<file path="config.mk">
export PLATFORM = sky130hd
export DESIGN_NAME = fpu_mul_arbiter
export DESIGN_NICKNAME = d
export VERILOG_FILES = /design/src/rtl/fpu_mul_arbiter.sv
export SDC_FILE = /design/constraint.sdc
export NUM_CORES = 1
export LEC_CHECK = 0
export ABC_AREA = 1
export CAP_MARGIN = 20
export CELL_PAD_IN_SITES_DETAIL_PLACEMENT = 0
export CELL_PAD_IN_SITES_GLOBAL_PLACEMENT = 1
export CORE_AREA = 8 8 150 152
export CTS_CLUSTER_SIZE = 8
export DETAILED_ROUTE_END_ITERATION = 10
export DIE_AREA = 0 0 158 160
export DONT_BUFFER_PORTS = 1
export HOLD_SLACK_MARGIN = 0.06
export PLACE_DENSITY_LB_ADDON = 0.1
export SLEW_MARGIN = 20
export SYNTH_ARGS = -nofsm -noshare
export SYNTH_HDL_FRONTEND = slang
export SYNTH_SLANG_ARGS = --single-unit
</file>
<file path="constraint.sdc">
create_clock -name clk -period 7.6 [get_ports clk]
set_input_delay 2.28 -clock clk [delete_from_list [all_inputs] [get_ports clk]]
set_output_delay 2.28 -clock clk [all_outputs]
set_load 0.005 [all_outputs]
</file>
<file path="src/rtl/fpu_mul_arbiter.sv">
// Round-robin arbiter sharing one strobe-protocol fpu_multiplier between NUM_REQ requesters.
// Optional watchdog enabled by defining FPU_ARB_TIMEOUT_EN; the port list is the same either way.
module fpu_mul_arbiter #(
  parameter int NUM_REQ        = 4,
  parameter int STB_CYCLES     = 3,
  parameter int TIMEOUT_CYCLES = 64,
  localparam int ID_W          = $clog2(NUM_REQ)
) (
  input  logic                   clk,
  input  logic                   rst,
  input  logic [NUM_REQ-1:0]     req_valid,
  input  logic [32*NUM_REQ-1:0]  req_a,
  input  logic [32*NUM_REQ-1:0]  req_b,
  output logic [NUM_REQ-1:0]     req_ready,
  output logic [31:0]            mul_a,
  output logic [31:0]            mul_b,
  output logic                   mul_a_stb,
  output logic                   mul_b_stb,
  input  logic [31:0]            mul_z,
  input  logic                   mul_z_stb,
  output logic                   rsp_valid,
  output logic [ID_W-1:0]        rsp_id,
  output logic [31:0]            rsp_z,
  output logic                   rsp_err,
  output logic                   busy
);

  localparam int SC_W = (STB_CYCLES > 1) ? $clog2(STB_CYCLES + 1) : 1;
  localparam logic [31:0] QNAN = 32'h7FC0_0000;

  // Handshake: req_valid[i] is held until req_ready[i]; req_ready is a one-cycle,
  // one-hot pulse in IDLE and the operands are captured at that same clock edge.
  typedef enum logic [1:0] {IDLE, ISSUE, WAIT, RESP} state_t;

  state_t            state_q, state_d;
  logic [ID_W-1:0]   rr_q, rr_d;
  logic [ID_W-1:0]   gid_q, gid_d;
  logic [31:0]       op_a_q, op_a_d;
  logic [31:0]       op_b_q, op_b_d;
  logic [SC_W-1:0]   stb_cnt_q, stb_cnt_d;
  logic [31:0]       z_q, z_d;
  logic [ID_W-1:0]   id_q, id_d;

  logic              gnt_found;
  logic [ID_W-1:0]   gnt_idx;
  logic [ID_W-1:0]   cand;
  logic [NUM_REQ-1:0] gnt_vec;
  logic              grant;
  logic              in_op;
  logic              take_z;
  logic              take_tmo;
  logic              tmo_hit;

  // First valid requester at or after the round-robin pointer, wrapping.
  always_comb begin
    gnt_found = 1'b0;
    gnt_idx   = '0;
    cand      = '0;
    for (int k = 0; k < NUM_REQ; k++) begin
      cand = ID_W'((int'(rr_q) + k) % NUM_REQ);
      if (!gnt_found && req_valid[cand]) begin
        gnt_found = 1'b1;
        gnt_idx   = cand;
      end
    end
  end

  assign grant    = (state_q == IDLE) && gnt_found;
  assign in_op    = (state_q == ISSUE) || (state_q == WAIT);
  assign take_z   = in_op && mul_z_stb;
  assign take_tmo = in_op && !mul_z_stb && tmo_hit;

  always_comb begin
    state_d   = state_q;
    rr_d      = rr_q;
    gid_d     = gid_q;
    op_a_d    = op_a_q;
    op_b_d    = op_b_q;
    stb_cnt_d = stb_cnt_q;
    z_d       = z_q;
    id_d      = id_q;
    gnt_vec   = '0;
    case (state_q)
      IDLE: begin
        if (gnt_found) begin
          gnt_vec[gnt_idx] = 1'b1;
          op_a_d    = req_a[32*gnt_idx +: 32];
          op_b_d    = req_b[32*gnt_idx +: 32];
          gid_d     = gnt_idx;
          rr_d      = (gnt_idx == ID_W'(NUM_REQ - 1)) ? '0 : gnt_idx + ID_W'(1);
          stb_cnt_d = '0;
          state_d   = ISSUE;
        end
      end
      ISSUE: begin
        if (take_z || take_tmo) begin
          state_d = RESP;
        end else if (stb_cnt_q == SC_W'(STB_CYCLES - 1)) begin
          state_d = WAIT;
        end else begin
          stb_cnt_d = stb_cnt_q + SC_W'(1);
        end
      end
      WAIT: begin
        if (take_z || take_tmo) state_d = RESP;
      end
      RESP: state_d = IDLE;
      default: state_d = IDLE;
    endcase
    // A genuine product beats a coincident timeout.
    if (take_z || take_tmo) begin
      id_d = gid_q;
      z_d  = take_z ? mul_z : QNAN;
    end
  end

  always_ff @(posedge clk) begin
    if (rst) begin
      state_q   <= IDLE;
      rr_q      <= '0;
      gid_q     <= '0;
      op_a_q    <= '0;
      op_b_q    <= '0;
      stb_cnt_q <= '0;
      z_q       <= '0;
      id_q      <= '0;
    end else begin
      state_q   <= state_d;
      rr_q      <= rr_d;
      gid_q     <= gid_d;
      op_a_q    <= op_a_d;
      op_b_q    <= op_b_d;
      stb_cnt_q <= stb_cnt_d;
      z_q       <= z_d;
      id_q      <= id_d;
    end
  end

`ifdef FPU_ARB_TIMEOUT_EN
  localparam int TMO_W = $clog2(TIMEOUT_CYCLES + 1);
  logic [TMO_W-1:0] tmo_q, tmo_d;
  logic             err_q, err_d;

  // Counts every ISSUE/WAIT cycle since the grant edge.
  assign tmo_hit = (tmo_q == TMO_W'(TIMEOUT_CYCLES - 1));

  always_comb begin
    tmo_d = tmo_q;
    err_d = err_q;
    if (grant)      tmo_d = '0;
    else if (in_op) tmo_d = tmo_q + TMO_W'(1);
    if (take_z)        err_d = 1'b0;
    else if (take_tmo) err_d = 1'b1;
  end

  always_ff @(posedge clk) begin
    if (rst) begin
      tmo_q <= '0;
      err_q <= 1'b0;
    end else begin
      tmo_q <= tmo_d;
      err_q <= err_d;
    end
  end

  assign rsp_err = err_q && (state_q == RESP);
`else
  assign tmo_hit = 1'b0;
  assign rsp_err = 1'b0;
`endif

  // Grants are suppressed while reset is held even though state already reads IDLE.
  assign req_ready = rst ? '0 : gnt_vec;
  assign mul_a     = op_a_q;
  assign mul_b     = op_b_q;
  assign mul_a_stb = (state_q == ISSUE);
  assign mul_b_stb = (state_q == ISSUE);
  assign rsp_valid = (state_q == RESP);
  assign rsp_id    = id_q;
  assign rsp_z     = z_q;
  assign busy      = (state_q != IDLE);

endmodule

</file>
# Word-level counts from Yosys, hierarchy flattened
# Cells that the tools add are included.
# totals
register_bits,106
word_cells,77
mem_bits_ro,0
ram_bits,0
n_memories,0
inputBits,295
latch_bits,0
output_inout_bits,107
# op_classes
magnitude_cmp,6
addsub,5
n_mul,0
bitwise,0
div,0
n_eq_ne,10
shift,2
muxes,31
n_reduce_logical,15
# ops
cell,n
128-bit by 8-bit indexed part select with 32-bit output,2
2-bit two-way mux,12
"2-bit by 3-bit less-than comparator with 1-bit output, second input constant",5
4-bit two-way mux,3
1-bit two-way mux,9
1-bit binary-select mux with 2-bit select,4
"2-bit equality test, second input constant",4
"2-bit != test, second input constant",4
2-bit case mux with 4 select lines,1
"2-bit by 1-bit adder with 2-bit output, second input constant",3
1-bit logical AND,5
"2-bit adder, second input constant",2
2-bit case mux with 2 select lines,1
4-bit AND reduction,1
2-bit nonzero test,2
1-bit zero test,3
"3-bit by 1-bit != test with 1-bit output, second input constant",1
3-bit AND reduction,1
1-bit demux with 2-bit select,1
"2-bit by 1-bit equality test with 1-bit output, second input constant",1
"2-bit by 1-bit greater-or-equal comparator with 1-bit output, second input constant",1
2-bit zero test,1
2-bit AND reduction,1
1-bit logical OR,1

# Logic depth before layout (Yosys ltp)
# logic_depth
word_depth,19
depth_mapped,17
mapped_depth_nobuf,15

# Least setup slack after synthesis
# OpenSTA, ideal clock, no wires.
# synth_path
kind,input-to-output
startpoint,in req_valid[3]
endpoint,out req_ready[3]
setup_slack_ns,1.766
arrival_ns,3.554
t_required_ns,5.320
cell_stages,13
path_buffers,1
path_cell_list,inv_1 nand2_1 nand3_1 nand2_2 nor2_4 nand2_2 nor2_2 nor2_2 inv_2 buf_2 ha_1 inv_1 nor3_1
# synth_between
elab_chain_len,19
elab_cells_between_ends,30
classes_between,order compare: 2; mux: 21; reduce/logical: 7
# synth_rtl
element,line_no,source
start: declaration,11,"input logic [NUM_REQ-1:0] req_valid,"
1-bit binary-select mux with 2-bit select,61,if (!gnt_found && req_valid[cand]) begin
1-bit two-way mux (implied by the code),61,
1-bit two-way mux,61,
1-bit zero test,61,
1-bit logical AND,61,
1-bit two-way mux,61,
1-bit zero test,61,
1-bit logical AND,61,
[... 3 more ...],--,
2-bit two-way mux,61,
2-bit by 3-bit less-than comparator with 1-bit output (implied by the code) or 2-bit by 1-bit greater-or-equal comparator with 1-bit output (tied branches),86,gnt_vec[gnt_idx] = 1'b1;
1-bit logical AND (implied by the code),86,
1-bit two-way mux (implied by the code),86,
1-bit demux with 2-bit select,86,
4-bit two-way mux *,85,if (gnt_found) begin
4-bit two-way mux *,83,case (state_q)
4-bit two-way mux *,173,assign req_ready = rst ? '0 : gnt_vec;
end: declaration,14,"output logic [NUM_REQ-1:0] req_ready,"
# Mark *: on every way between the ends. The rest lies on a longest branch, timed or not. The select of a mux whose other input is x is not followed.

# Worst setup path after layout
# Ends and elaborated chain as after synthesis.

==> metrics <==
final hold slack 0.472 ns; initial antenna violation count 2; Crit. End Element output pin; Mapped Cells approximately 1.4k; Storage cell area 0.00212 mm²; DIE AREA approximately 0.025 mm²; iteration count of the initial detailed-routing pass 5; Post-synth top cells inv_1, nand3_1, nand2_1; Worst VDD drop approximately 430 µV; clk buf depth 2; max_cap viols 0; measured slew at the worst slew-check pin 1.04 ns; Starting Density 38.6%; fmax 0.163 GHz; net count after synthesis 1,677; Crit path largest cell delay 0.30 ns; post-layout min period ~6.1 ns; Hold WC Path Type reg2reg; FP Rows 52; vias after detailed routing 7,693; layout cell share with drive strength beyond 1 4.97%; largest net degree at the start of global routing 100; vias in the first global route between 7k and 8k; Slowest cell on crit path inv_2; count of state elements after synthesis roughly 110; worst setup margin approximately 1.5 ns; die height 160 µm; setup TNS 0 ns; Synth Warn # 0; Post-synth EDFFs 0; total power between 3 and 4 mW; status finished, final reports clean; HPWL Detailed 21,000 µm; hold_buf cts 0; CP max FO 20; Arrival @ worst endpoint 3.85 ns; post-CTS setup buffer count 0; # setup viols final 0; cell area after layout 0.00794 mm²; Final period util 80.6%; pre-CTS setup slack 1.44 ns; Leak Pwr 4.78 nW; Final GP Congestion 0.825; I/O Pins roughly 400; synth top area cells dfxtp_1, nand3_1, inv_1, nand2_1, nor2_1; Netlist cell types 28; sequential area share after synthesis 27.4%; post-synthesis instance area 0.00774 mm²; area of the multi-input gates 0.00381 mm²; drt initial violations 500; CTS resizes 0; P per Cell Area 482 mW/mm²; Mapped Avg Cell Area 5.63 µm²; I/O Buffers 0; Syn-to-layout area delta 2.57%; Post-DRT Antenna Nets 0; Setup CP Type in2out; total clock buffers created by CTS 9; Die Wd around 160 µm; CTS Root Buffer Type clkbuf_16; H-tree Lvls 3; Clock Latency Late Sink 0.36 ns; most repeated cell in the gate-level netlist after synthesis inv_1; Final Hold Vio Count 0; clock sink total 106; Overall Global Routing Usage around 22%; Area after DPL 0.00762 mm²; Slew Limit Fails 0; Clock Pin Slew Worst Setup and Hold Paths ~0.08 ns; RSZ-0062 raised after global routing false; Core Footprint 0.0200 mm²; Post-Route WL 28,400 µm; worst-path cell chain inv_1 -> nand2_1 -> nand3_1 -> nand2_2 -> nor2_4 -> nand2_2 -> nor2_2 -> nor2_4 -> inv_2 -> ha_1 -> inv_1 -> nor3_1; # fillers 2,345; asr flop ratio synth 0%; DR vias/cell 4.87; Rel. slew slack just over 30%; first-pass GRT wire length ~43,000 µm; per-cell routed wire length 18.0 µm; worst clock skew 0.0126 ns; grt total ovfl 0; Final nets 1,606; CTS tree done; CP required between 5 and 6 ns; Yosys top cell by area dfxtp_1; Synth Flop Type dfxtp_1; Synth top area share around 27%; crit path launch type input port; DRC errors left 0
sequential cells by signal, indices dropped and copies added, names as in the netlist:
name	cells
mul_a	32
mul_b	32
rsp_z	32
gid_q	2
rr_q	2
rsp_id	2
state_q	2
stb_cnt_q	2
metrics by stage:
step,cells,utilization [%]
2_1_floorplan,1375,-
3_3_place_gp,1563,38.0
3_5_place_dp,1563,38.0
4_1_cts,1579,39.6
5_1_grt,1581,39.6
6_report,1581,39.6
power by group:
part | switching, mW | total, mW | leakage, nW | internal [mW]
clock | 0.253 | 0.491 | 0.152 | 0.238
sequential | 0.219 | 0.993 | 0.879 | 0.774
combinational | 1.61 | 2.34 | 3.75 | 0.734
total | 2.08 | 3.83 | 4.78 | 1.75
cells by family after synthesis:
family	share of synthesized area [%]
adders and majority gates	1.13
AOI/OAI and AO/OA	3.48
other	0.0484
DFF	27.4
and+or+nand+nor	44.2
buffers and inverters	23.7
cells in the final DEF, fill, tap and decap left out:
cell / Yosys / routed
nor3_1: 4 / 4
conb_1: 1 / 1
inv_8: 0 / 2
nand3_1: 325 / 325
a311oi_1: 1 / 1
nand2_2: 17 / 15
inv_1: 334 / 334
nand2_1: 220 / 219
nor2_1: 195 / 195
dfxtp_1: 106 / 106
a21oi_1: 8 / 8
inv_2: 7 / 6
nor4_2: 1 / 1
o21ai_0: 39 / 39
diode_2: 0 / 2
nor2_4: 1 / 2
a211oi_1: 1 / 1
inv_6: 0 / 1
clkinv_8: 0 / 3
nand2_4: 1 / 4
o21bai_1: 1 / 1
ha_1: 7 / 7
clkinv_1: 1 / 1
o21ai_1: 2 / 2
nor2_2: 10 / 9
inv_4: 0 / 1
buf_4: 23 / 9
clkinv_4: 0 / 1
or2_2: 1 / 1
nand3_2: 1 / 1
clkbuf_16: 0 / 9
area by class of cell:
cell class,instances,area share (%)
multi-input cells,836,48.0
flip-flops and latches,106,26.7
inverters,342,16.2
well taps,270,4.25
clock buffers,9,2.84
clock inverters,7,1.12
repair buffers,9,0.851
diodes,2,0.0630
worst paths after layout:
kind | cells after the start | slack (ns) | to | startpoint
setup / recovery | 12 | 1.47 | req_ready[3] | req_valid[3]
hold / removal | 2 | 0.47 | rsp_id[0] | gid_q[0]
hold reg to reg | 2 | 0.47 | rsp_id[0] | gid_q[0]
setup reg to reg | 15 | 3.93 | mul_a[18] | rr_q[0]
layer usage:
metal  up-vias  wire [µm]  global-route usage (%)
met5         -          0                       0
met4         0        626                    6.90
met3        34       2960                    8.45
met2       282      13700                    36.7
met1      3415      11200                    24.0
li1       3962          -                       -
worst max-delay path: cells and delay by family:
family	cells	cell delay, ns
buffers and inverters	3	0.40
adders and majority gates	1	0.21
and+or+nand+nor	8	0.95
Note: power is estimated with default switching activity, not from simulation.
